==> src/rtl/ray_tri_scheduler_if.sv <==
// Job / triangle-memory / intersect-unit / result bus of the ray-triangle scheduler.
// Ports (slave = scheduler side):
//   job     : i_ray_valid, o_ray_ready, i_ray, i_num_tris, i_base_addr, i_abort
//   memory  : o_tri_req, o_tri_addr, i_tri_valid, i_tri
//   isect   : o_isect_ray, o_isect_tri, i_isect_result, i_isect_invalid, i_isect_t
//   result  : o_res_valid, i_res_ready, o_hit, o_hit_idx, o_hit_t, o_any_invalid
// Vector lanes are packed as [vertex][axis][32-bit fixed point].
interface ray_tri_scheduler_if #(
    parameter int unsigned IDX_W  = 16,
    parameter int unsigned ADDR_W = 20
);
    // job
    logic                      i_ray_valid;
    logic                      o_ray_ready;
    logic [1:0][2:0][31:0]     i_ray;
    logic [IDX_W-1:0]          i_num_tris;
    logic [ADDR_W-1:0]         i_base_addr;
    logic                      i_abort;
    // triangle memory
    logic                      o_tri_req;
    logic [ADDR_W-1:0]         o_tri_addr;
    logic                      i_tri_valid;
    logic [2:0][2:0][31:0]     i_tri;
    // intersect unit
    logic [1:0][2:0][31:0]     o_isect_ray;
    logic [2:0][2:0][31:0]     o_isect_tri;
    logic                      i_isect_result;
    logic                      i_isect_invalid;
    logic signed [31:0]        i_isect_t;
    // result record
    logic                      o_res_valid;
    logic                      i_res_ready;
    logic                      o_hit;
    logic [IDX_W-1:0]          o_hit_idx;
    logic signed [31:0]        o_hit_t;
    logic                      o_any_invalid;

    modport slave (
        input  i_ray_valid, i_ray, i_num_tris, i_base_addr, i_abort,
        input  i_tri_valid, i_tri,
        input  i_isect_result, i_isect_invalid, i_isect_t,
        input  i_res_ready,
        output o_ray_ready, o_tri_req, o_tri_addr,
        output o_isect_ray, o_isect_tri,
        output o_res_valid, o_hit, o_hit_idx, o_hit_t, o_any_invalid
    );

    modport master (
        output i_ray_valid, i_ray, i_num_tris, i_base_addr, i_abort,
        output i_tri_valid, i_tri,
        output i_isect_result, i_isect_invalid, i_isect_t,
        output i_res_ready,
        input  o_ray_ready, o_tri_req, o_tri_addr,
        input  o_isect_ray, o_isect_tri,
        input  o_res_valid, o_hit, o_hit_idx, o_hit_t, o_any_invalid
    );
endinterface

==> src/rtl/ray_tri_scheduler.sv <==
// Walks a triangle list for one ray: fetches each triangle, presents it with the
// held ray to the combinational intersect unit, keeps the nearest valid hit and
// returns one result record per job over a valid/ready handshake.
// Ports:
//   i_clk  : clock, rising edge
//   i_rstn : asynchronous active-low reset
//   bus    : ray_tri_scheduler_if.slave (job, memory, intersect, result groups)
// All bus outputs are registered.
module ray_tri_scheduler #(
    parameter int unsigned IDX_W  = 16,
    parameter int unsigned ADDR_W = 20
) (
    input  logic                  i_clk,
    input  logic                  i_rstn,
    ray_tri_scheduler_if.slave    bus
);

    localparam int unsigned T_W = 32;
    localparam logic signed [T_W-1:0] T_MAX = 32'sh7FFF_FFFF;

    typedef enum logic [2:0] {
        S_IDLE,
        S_FETCH,
        S_WAIT,
        S_TEST,
        S_DONE
    } state_t;

    state_t                  state_q, state_d;
    logic [IDX_W-1:0]        num_q, num_d;
    logic [ADDR_W-1:0]       base_q, base_d;
    logic [IDX_W-1:0]        idx_q, idx_d;

    logic [1:0][2:0][31:0]   ray_d;
    logic [2:0][2:0][31:0]   tri_d;
    logic [ADDR_W-1:0]       addr_d;
    logic                    tri_req_d;
    logic                    ready_d;
    logic                    res_valid_d;
    logic                    hit_d;
    logic [IDX_W-1:0]        hit_idx_d;
    logic signed [T_W-1:0]   hit_t_d;
    logic                    any_inv_d;

    logic [IDX_W-1:0]        idx_inc;
    logic [IDX_W-1:0]        idx_last;
    logic                    closer;

    assign idx_inc  = idx_q + IDX_W'(1);
    assign idx_last = num_q - IDX_W'(1);
    // o_hit_t doubles as the running best distance; strict compare keeps the lower index on ties
    assign closer   = bus.i_isect_result && (bus.i_isect_t < bus.o_hit_t);

    // State and output registers
    always_ff @(posedge i_clk or negedge i_rstn) begin
        if (!i_rstn) begin
            state_q           <= S_IDLE;
            num_q             <= '0;
            base_q            <= '0;
            idx_q             <= '0;
            bus.o_isect_ray   <= '0;
            bus.o_isect_tri   <= '0;
            bus.o_tri_addr    <= '0;
            bus.o_tri_req     <= 1'b0;
            bus.o_ray_ready   <= 1'b1;
            bus.o_res_valid   <= 1'b0;
            bus.o_hit         <= 1'b0;
            bus.o_hit_idx     <= '0;
            bus.o_hit_t       <= T_MAX;
            bus.o_any_invalid <= 1'b0;
        end else begin
            state_q           <= state_d;
            num_q             <= num_d;
            base_q            <= base_d;
            idx_q             <= idx_d;
            bus.o_isect_ray   <= ray_d;
            bus.o_isect_tri   <= tri_d;
            bus.o_tri_addr    <= addr_d;
            bus.o_tri_req     <= tri_req_d;
            bus.o_ray_ready   <= ready_d;
            bus.o_res_valid   <= res_valid_d;
            bus.o_hit         <= hit_d;
            bus.o_hit_idx     <= hit_idx_d;
            bus.o_hit_t       <= hit_t_d;
            bus.o_any_invalid <= any_inv_d;
        end
    end

    // Next-state and next-output logic
    always_comb begin
        state_d     = state_q;
        num_d       = num_q;
        base_d      = base_q;
        idx_d       = idx_q;
        ray_d       = bus.o_isect_ray;
        tri_d       = bus.o_isect_tri;
        addr_d      = bus.o_tri_addr;
        tri_req_d   = 1'b0;
        res_valid_d = bus.o_res_valid;
        hit_d       = bus.o_hit;
        hit_idx_d   = bus.o_hit_idx;
        hit_t_d     = bus.o_hit_t;
        any_inv_d   = bus.o_any_invalid;

        unique case (state_q)
            S_IDLE: begin
                if (bus.i_ray_valid) begin
                    ray_d     = bus.i_ray;
                    num_d     = bus.i_num_tris;
                    base_d    = bus.i_base_addr;
                    idx_d     = '0;
                    hit_d     = 1'b0;
                    hit_idx_d = '0;
                    hit_t_d   = T_MAX;
                    any_inv_d = 1'b0;
                    addr_d    = bus.i_base_addr;
                    if (bus.i_num_tris == '0) begin
                        state_d     = S_DONE;
                        res_valid_d = 1'b1;
                    end else begin
                        state_d   = S_FETCH;
                        tri_req_d = 1'b1;
                    end
                end
            end
            S_FETCH: begin
                state_d = S_WAIT;
            end
            S_WAIT: begin
                if (bus.i_tri_valid) begin
                    tri_d   = bus.i_tri;
                    state_d = S_TEST;
                end
            end
            S_TEST: begin
                if (bus.i_isect_invalid) begin
                    any_inv_d = 1'b1;
                end else if (closer) begin
                    hit_d     = 1'b1;
                    hit_idx_d = idx_q;
                    hit_t_d   = bus.i_isect_t;
                end
                if (idx_q == idx_last) begin
                    state_d     = S_DONE;
                    res_valid_d = 1'b1;
                end else begin
                    idx_d     = idx_inc;
                    // address wraps modulo 2^ADDR_W
                    addr_d    = ADDR_W'(base_q + ADDR_W'(idx_inc));
                    tri_req_d = 1'b1;
                    state_d   = S_FETCH;
                end
            end
            S_DONE: begin
                if (bus.i_res_ready) begin
                    res_valid_d = 1'b0;
                    state_d     = S_IDLE;
                end
            end
            default: begin
                state_d = S_IDLE;
            end
        endcase

        // abort drops the job (and any pending record) from every busy state
        if (bus.i_abort && (state_q != S_IDLE)) begin
            state_d     = S_IDLE;
            tri_req_d   = 1'b0;
            res_valid_d = 1'b0;
        end

        ready_d = (state_d == S_IDLE);
    end

endmodule

==> src/flat_wrapper.sv <==
// flat-port wrapper written by rule: the top's interface ports become plain ports
module ray_tri_scheduler_flat 
#(
    parameter int unsigned IDX_W  = 16,
    parameter int unsigned ADDR_W = 20
)
  (i_clk, i_rstn, bus_i_ray_valid, bus_i_ray, bus_i_num_tris, bus_i_base_addr, bus_i_abort, bus_i_tri_valid, bus_i_tri, bus_i_isect_result, bus_i_isect_invalid, bus_i_isect_t, bus_i_res_ready, bus_o_ray_ready, bus_o_tri_req, bus_o_tri_addr, bus_o_isect_ray, bus_o_isect_tri, bus_o_res_valid, bus_o_hit, bus_o_hit_idx, bus_o_hit_t, bus_o_any_invalid);
  ray_tri_scheduler_if #(.IDX_W(IDX_W), .ADDR_W(ADDR_W)) bus_i ();
  input  logic i_clk;
  input  logic i_rstn;
  input wire logic [$bits(bus_i.i_ray_valid)-1:0] bus_i_ray_valid;
  input wire logic [$bits(bus_i.i_ray)-1:0] bus_i_ray;
  input wire logic [$bits(bus_i.i_num_tris)-1:0] bus_i_num_tris;
  input wire logic [$bits(bus_i.i_base_addr)-1:0] bus_i_base_addr;
  input wire logic [$bits(bus_i.i_abort)-1:0] bus_i_abort;
  input wire logic [$bits(bus_i.i_tri_valid)-1:0] bus_i_tri_valid;
  input wire logic [$bits(bus_i.i_tri)-1:0] bus_i_tri;
  input wire logic [$bits(bus_i.i_isect_result)-1:0] bus_i_isect_result;
  input wire logic [$bits(bus_i.i_isect_invalid)-1:0] bus_i_isect_invalid;
  input wire logic [$bits(bus_i.i_isect_t)-1:0] bus_i_isect_t;
  input wire logic [$bits(bus_i.i_res_ready)-1:0] bus_i_res_ready;
  output wire logic [$bits(bus_i.o_ray_ready)-1:0] bus_o_ray_ready;
  output wire logic [$bits(bus_i.o_tri_req)-1:0] bus_o_tri_req;
  output wire logic [$bits(bus_i.o_tri_addr)-1:0] bus_o_tri_addr;
  output wire logic [$bits(bus_i.o_isect_ray)-1:0] bus_o_isect_ray;
  output wire logic [$bits(bus_i.o_isect_tri)-1:0] bus_o_isect_tri;
  output wire logic [$bits(bus_i.o_res_valid)-1:0] bus_o_res_valid;
  output wire logic [$bits(bus_i.o_hit)-1:0] bus_o_hit;
  output wire logic [$bits(bus_i.o_hit_idx)-1:0] bus_o_hit_idx;
  output wire logic [$bits(bus_i.o_hit_t)-1:0] bus_o_hit_t;
  output wire logic [$bits(bus_i.o_any_invalid)-1:0] bus_o_any_invalid;
  assign bus_i.i_ray_valid = bus_i_ray_valid;
  assign bus_i.i_ray = bus_i_ray;
  assign bus_i.i_num_tris = bus_i_num_tris;
  assign bus_i.i_base_addr = bus_i_base_addr;
  assign bus_i.i_abort = bus_i_abort;
  assign bus_i.i_tri_valid = bus_i_tri_valid;
  assign bus_i.i_tri = bus_i_tri;
  assign bus_i.i_isect_result = bus_i_isect_result;
  assign bus_i.i_isect_invalid = bus_i_isect_invalid;
  assign bus_i.i_isect_t = bus_i_isect_t;
  assign bus_i.i_res_ready = bus_i_res_ready;
  assign bus_o_ray_ready = bus_i.o_ray_ready;
  assign bus_o_tri_req = bus_i.o_tri_req;
  assign bus_o_tri_addr = bus_i.o_tri_addr;
  assign bus_o_isect_ray = bus_i.o_isect_ray;
  assign bus_o_isect_tri = bus_i.o_isect_tri;
  assign bus_o_res_valid = bus_i.o_res_valid;
  assign bus_o_hit = bus_i.o_hit;
  assign bus_o_hit_idx = bus_i.o_hit_idx;
  assign bus_o_hit_t = bus_i.o_hit_t;
  assign bus_o_any_invalid = bus_i.o_any_invalid;
  ray_tri_scheduler #(.IDX_W(IDX_W), .ADDR_W(ADDR_W)) u_core (.i_clk(i_clk), .i_rstn(i_rstn), .bus(bus_i));
endmodule
==> config.mk <==
export PLATFORM = sky130hd
export DESIGN_NAME = ray_tri_scheduler_flat
export DESIGN_NICKNAME = d
export VERILOG_FILES = /design/src/rtl/ray_tri_scheduler_if.sv /design/src/rtl/ray_tri_scheduler.sv /design/src/flat_wrapper.sv
export SDC_FILE = /design/constraint.sdc
export NUM_CORES = 1
export LEC_CHECK = 0
export ABC_AREA = 1
export CAP_MARGIN = 20
export CORE_AREA = 5 5 428 430
export DETAILED_ROUTE_END_ITERATION = 8
export DIE_AREA = 0 0 433 435
export PLACE_DENSITY = 0.36
export SYNTH_ARGS = -nofsm -noshare
export SYNTH_HDL_FRONTEND = slang
export SYNTH_SLANG_ARGS = --single-unit
==> constraint.sdc <==
create_clock -name i_clk -period 2.9 [get_ports i_clk]
set_input_delay 0.58 -clock i_clk [delete_from_list [all_inputs] [get_ports i_clk]]
set_output_delay 0.58 -clock i_clk [all_outputs]
set_load 0.005 [all_outputs]
---- Word-level counts from Yosys, hierarchy flattened ----
Index checks and enable logic that the tools add are counted.
word-level totals
  bits of input ports ..................... 556
  bits in registers ....................... 608
  output and inout bits ................... 553
operators by class
  add/sub/neg operators ................... 3
  equal/unequal tests ..................... 14
  magnitude comparators ................... 1
  reductions and logical operators ........ 14
  mux-type cells .......................... 37
operators with widths
  operator                                             number
  two-way mux 32 bit                                   3
  two-way mux 16 bit                                   4
  one-hot mux 16 bit (2 select lines)                  2
  one-hot mux 32 bit (2 select lines)                  1
  two-way mux 20 bit                                   2
  one-hot mux 20 bit (2 select lines)                  1
  less-than comparator 32 bit                          1
  adder 20 x 16 -> 20 bit                              1
  two-way mux 3 bit                                    6
  adder 16 x 1 -> 16 bit (second input constant)       1
  == test 16 bit                                       1
  zero test 16 bit                                     1
  subtractor 16 x 1 -> 16 bit (second input constant)  1
  one-hot mux 3 bit (5 select lines)                   1
  two-way mux 1 bit                                    13
  != test 2 bit (second input constant)                4
  == test 3 x 2 -> 1 bit (second input constant)       2
  zero test 3 bit                                      2
  != test 3 x 1 -> 1 bit (second input constant)       2
  != test 3 x 2 -> 1 bit (second input constant)       2
  one-hot mux 1 bit (2 select lines)                   3
  AND reduction 3 bit                                  2
  AND reduction 5 bit                                  1
  AND reduction 2 bit                                  2
  9 further kinds                                      10

---- Depth between registers and ports, before layout ----
Gate-level depths: netlist (run 1).
  word-level depth ........................ 6
  gate-level depth with buffers ........... 22
  depth with buffers taken out ............ 22

---- Least setup slack after synthesis (run 1) ----
OpenSTA, ideal clock, no wires.
  path kind ............................... register to register
  start point ............................. register u_core.idx_q[2]
  end point ............................... register u_core.bus.o_tri_addr[16]
  setup time .............................. 66 ps
  arrival ................................. 2589 ps
  path buffers ............................ 0
  setup slack ............................. 245 ps
  stages on the path, launching flop included .. 19
  cell sequence ........................... dfrtp_1 -> nand3_1 -> nor2_1 -> nand2_1 -> nor2_1 -> nand3_1 -> nor2_1 -> nand2_1 -> xor2_1 -> ha_1 -> a21o_1 -> o21bai_1 -> a31oi_1 -> nand2_1 -> nand2_1 -> nand3_1 -> nand2_1 -> nand3_1 -> nand2_1
between the ends
  cells in the longest elaborated chain, start to end .. 4
  elaborated cells between the ends (all ways) .. 7
ends and longest elaborated chain
  element                              RTL line                    source
  start: declaration                   ray_tri_scheduler.sv:32     logic [IDX_W-1:0] idx_q, idx_d;
  start signal: assignment             ray_tri_scheduler.sv:75     idx_q <= idx_d;
  adder 16 x 1 -> 16 bit               ray_tri_scheduler.sv:49     assign idx_inc = idx_q + IDX_W'(1);
  adder 20 x 16 -> 20 bit              ray_tri_scheduler.sv:149    addr_d = ADDR_W'(base_q + ADDR_W'(idx_inc));
  two-way mux 20 bit                   ray_tri_scheduler.sv:143    if (idx_q == idx_last) begin
  one-hot mux 20 bit (2 select lines)  ray_tri_scheduler.sv:105    unique case (state_q)
  end signal: assignment               ray_tri_scheduler.sv:78     bus.o_tri_addr <= addr_d;
  end: declaration                     ray_tri_scheduler_if.sv:43  output o_ray_ready, o_tri_req, o_tri_addr,
Several ways; a longest one is shown, not always the timed one. The select of a mux whose other input is x is not followed.
A chain may end at the register's enable or synchronous reset.

---- Worst setup path in the final report (run 1) ----
  start point ............................. register u_core.idx_q[0]
  end point ............................... register u_core.bus.o_tri_addr[17]
The elaborated chain is that of the path after synthesis.

==> results_dict.tcl, run 1 <==
set metrics [dict create \
    hold_violations 0 \
    vias 23300 \
    gp_congestion 0.853 \
    ys_ff_latch 608 \
    syn-instance-count 2643 \
    ant_nets 0 \
    viasPerCell 3.69 \
    root_buffer "clkbuf_16" \
    crit_type "reg -> reg" \
    gr-usage-met3_pct 5.88 \
    use_met1_pct 18.5 \
    ios 1109 \
    postLayoutCellArea_sq_um 44600 \
    coreArea_sq_um 179000 \
    worstPathArrival_ns 3.41 \
    p_seq_share_pct 32.8 \
    area_growth_pct 69.5 \
    synthSimpleGateAreaFrac_pct 20.5 \
    path_buf_inv 3 \
    fp.dieW_um 433 \
    grt_pass1_vias 24300 \
    cts_max_path_buffers 3 \
    clock_sinks 608 \
    slowest_delay_ns 0.42 \
    cts_tree "built" \
    outcome "finished clean" \
    finish.utilization_pct 24.9 \
    cts.clk_slew.worst_paths_ns 0.06 \
    start_kind "flip-flop" \
    synthMuxAreaShare_pct 12.3 \
    cp-end-kind "flip-flop" \
    grt_pass1_wl_um 204000 \
    setup_viol 0 \
    ir_worst_vdd_mv 0.461 \
    fp.dieH_um 435 \
    synthDistinctLibCells 42 \
    maxCapViolCount 0 \
    synth.net_count 3249 \
    final_max_slew_viol_count 0 \
    holdCritPathClass "in -> reg" \
    first_pass_iters 4 \
    path_cells "nand3_2 > nor2_4 > nand2_2 > nor2_4 > nand3_4 > nor2_4 > buf_4 > xor2_2 > inv_2 > ha_4 > nand2_4 > inv_2 > nand2_1 > nor2_2 > nand4_1 > nand3_2 > nand2_1 > nand3_1 > nand2_1 > nand3_1 > nand2_1" \
    grt_overflow 0 \
    finalNetCount 4481 \
    track_usage_pct 15.4 \
    wl_per_cell_um 23.6 \
    p_comb_share_pct 44.4 \
    cp_data_required_time_ns 3.48 \
    drt_iter0_drc 1012 \
    row_count 156 \
    clk_latency_ns 0.70 \
    antenna_found_initial 47 \
    ys_seq_area_share_pct 58.0 \
    synth_compound_area_share_pct 2.12 \
    fin_crit_sh_pct 97.6 \
    slowest_stage "dfrtp_1" \
    rsz0062_at_grt "yes" \
    dp_hpwl_um 121000 \
    grt_use_met2_pct 26.4 \
    drcViolationCount 0 \
    die_area_sq_um 188000 \
    worst_path_most_repeated_cell "nand2_1" \
    wl_um 149000 \
    grt_max_degree 94 \
    min_period_ns 2.83 \
    p_sw_w 0.0168 \
    max-slew-margin-rel_pct 60.5 \
    synth-xor-area-share_pct 0.828 \
    cp_top_family "simple AND/OR/NAND/NOR gates" \
    p_int_w 0.0300 \
    p_total_w 0.0468 \
    placed_area_sq_um 41300 \
    port_buffers 1108 \
    worstMarginPinSlew_ns 0.592 \
    clock.fmax_mhz 353 \
    synth_top_family_by_area "simple AND/OR/NAND/NOR gates" \
    pwr-share-clk_pct 22.8 \
    yosysWarnings 0 \
    synthAdderAreaFrac_pct 2.41 \
    fin_worst_skew_ns 0.0318 \
    cp_max_fo 4 \
    p_leak_nw 20.1 \
    numCtsBuffers 84 \
    drive_above_1_share_pct 18.8 \
    synthesis.area_sq_um 26300 \
    switching_share_pct 35.9 \
    start_util_pct 14.7 \
    p_per_area_nw_per_um2 1050 \
    syn_area_per_cell_sq_um 9.95 \
    busiest_layer "met2" \
    cts_max_level 3 \
]
## repair_timing
action | in CTS | in global routing
pin swaps | 13 | 29
hold buffers | 1 | 0
endpoints found under the hold margin | 20 | 0
gates resized for setup | 33 | 84
endpoints found under the setup margin | 13 | 36
setup buffers | 3 | 5
## cell usage in the layout (no fill, tap or decap), types with 15 or more instances in the layout
cell             synthesis  final
nor2_1                  89     72
buf_4                    1    132
buf_12                   0     22
a21oi_1                 43     31
inv_1                  128    119
xor2_1                  18     16
mux2_2                 288    288
nand4_1                 33     33
clkbuf_1                61     22
dfrtp_1                576    575
or2_2                   33     33
ha_1                    49     38
nand2_1               1022   1006
nand2_2                  3     15
dfstp_2                 32     32
clkbuf_16                0     84
nand3_1                112    107
clkdlybuf4s50_1          0   1107
clkbuf_8                 0     20
o21ai_0                 45     28
## registers in the layout (all words and copies together), names as in the netlist, 16 cells and up
| register | count |
|---|---|
| u_core.num_q | 16 |
| u_core.bus.o_isect_ray | 192 |
| u_core.base_q | 20 |
| u_core.bus.o_hit_idx | 16 |
| u_core.idx_q | 16 |
| u_core.bus.o_isect_tri | 288 |
| u_core.bus.o_hit_t | 32 |
| u_core.bus.o_tri_addr | 20 |
## cells by family (layout without fill, tap and decap cells)
family,count (synthesis),after routing
AND/OR/NAND/NOR,1320,1320
flip-flops,608,608
multiplexers,288,288
buffers and inverters,249,1544
AO/OA/AOI/OAI,104,104
adder cells (fa/ha/maj),50,50
XOR/XNOR,24,24
other,0,5
## power by group through the flow
| stage | Combinational, W | Sequential (W) | Clock (W) |
|---|---|---|---|
| floorplan | 0.00694 | 0.0151 | 0 |
| global placement | 0.0211 | 0.0153 | 0 |
| detailed placement | 0.0210 | 0.0154 | 0 |
| CTS | 0.0211 | 0.0153 | 0.0111 |
| global route | 0.0227 | 0.0159 | 0.0114 |
| finish | 0.0208 | 0.0154 | 0.0107 |
## worst paths after layout
kind / slack [ns] / endpoint / start / cells after the start
setup reg to reg: 0.07 / u_core.bus.o_tri_addr[17] / u_core.idx_q[0] / 21
setup / recovery: 0.07 / u_core.bus.o_tri_addr[17] / u_core.idx_q[0] / 21
hold reg to reg: 0.47 / u_core.bus.o_isect_ray[186] / u_core.bus.o_isect_ray[186] / 2
min in group asynchronous: 0.45 / u_core.bus.o_isect_ray[140] / i_rstn / 2
max in group asynchronous: 1.46 / u_core.bus.o_isect_tri[216] / i_rstn / 3
hold / removal: 0.42 / u_core.bus.o_isect_ray[46] / bus_i_ray[46] / 3
## cell usage after synthesis (all sizes together)
cell type,instances,area [sq um]
a21o,2,15.0
o21ai,45,225
nand4,34,219
mux2,288,3240
o211ai,1,7.51
ha,49,613
buf,56,287
fa,1,20.0
nor3,5,25.0
o31ai,2,15.0
xnor2,5,43.8
a22oi,1,7.51
o21a,4,30.0
a21boi,1,7.51
clkbuf,61,229
clkinv,2,7.51
or2,34,213
a31oi,3,18.8
nand2,1026,3870
dfstp,32,841
nor2,97,413
a21oi,43,215
nand3b,5,37.5
nor4,5,31.3
nand3,114,581
xor2,19,174
o21bai,2,15.0
inv,130,488
dfrtp,576,14400
## layer usage
| layer | up-vias | wire length [um] |
|---|---|---|
| li1 | 11000 | - |
| met5 | - | 27 |
| met4 | 4 | 2940 |
| met1 | 11400 | 61000 |
| met3 | 190 | 12600 |
| met2 | 704 | 72400 |
## per-stage QoR
stage | TNS [ns] | hold slack [ns] | instances | setup slack (ns)
after CTS | -0.0169 | 0.321 | 6303 | -0.00936
final | 0 | 0.421 | 6313 | 0.0697
after global routing | -0.838 | 0.362 | 6310 | -0.150
after floorplan | 0 | 0.284 | 2643 | 0.245
after detailed placement | -2.07 | 0.457 | 6150 | -0.321
after global placement | -1.82 | 0.453 | 6150 | -0.322
## area by class of cell
| cell class | instances | area [sq um] |
|---|---|---|
| Fill cell | 19400 | 135000 |
| Sequential cell | 608 | 15300 |
| Timing Repair Buffer | 1263 | 12500 |
| Multi-Input combinational cell | 1786 | 10500 |
| Tap cell | 2370 | 2970 |
| Clock buffer | 126 | 2460 |
| Inverter | 132 | 500 |
| Clock inverter | 23 | 342 |
| Antenna cell | 5 | 12.5 |
## worst min-delay path, cell delays in order
cell             delay (ns)
clkdlybuf4s50_1        0.39
nand2_1                0.06
nand2_1                0.05
(Power assumes the default switching activity.)
==> inputs of run 2 (changes only) <==
- CAP_MARGIN: 20 -> not set
==> results of run 2 <==
Final layout, timing and power as in run 1 (identical DEF).
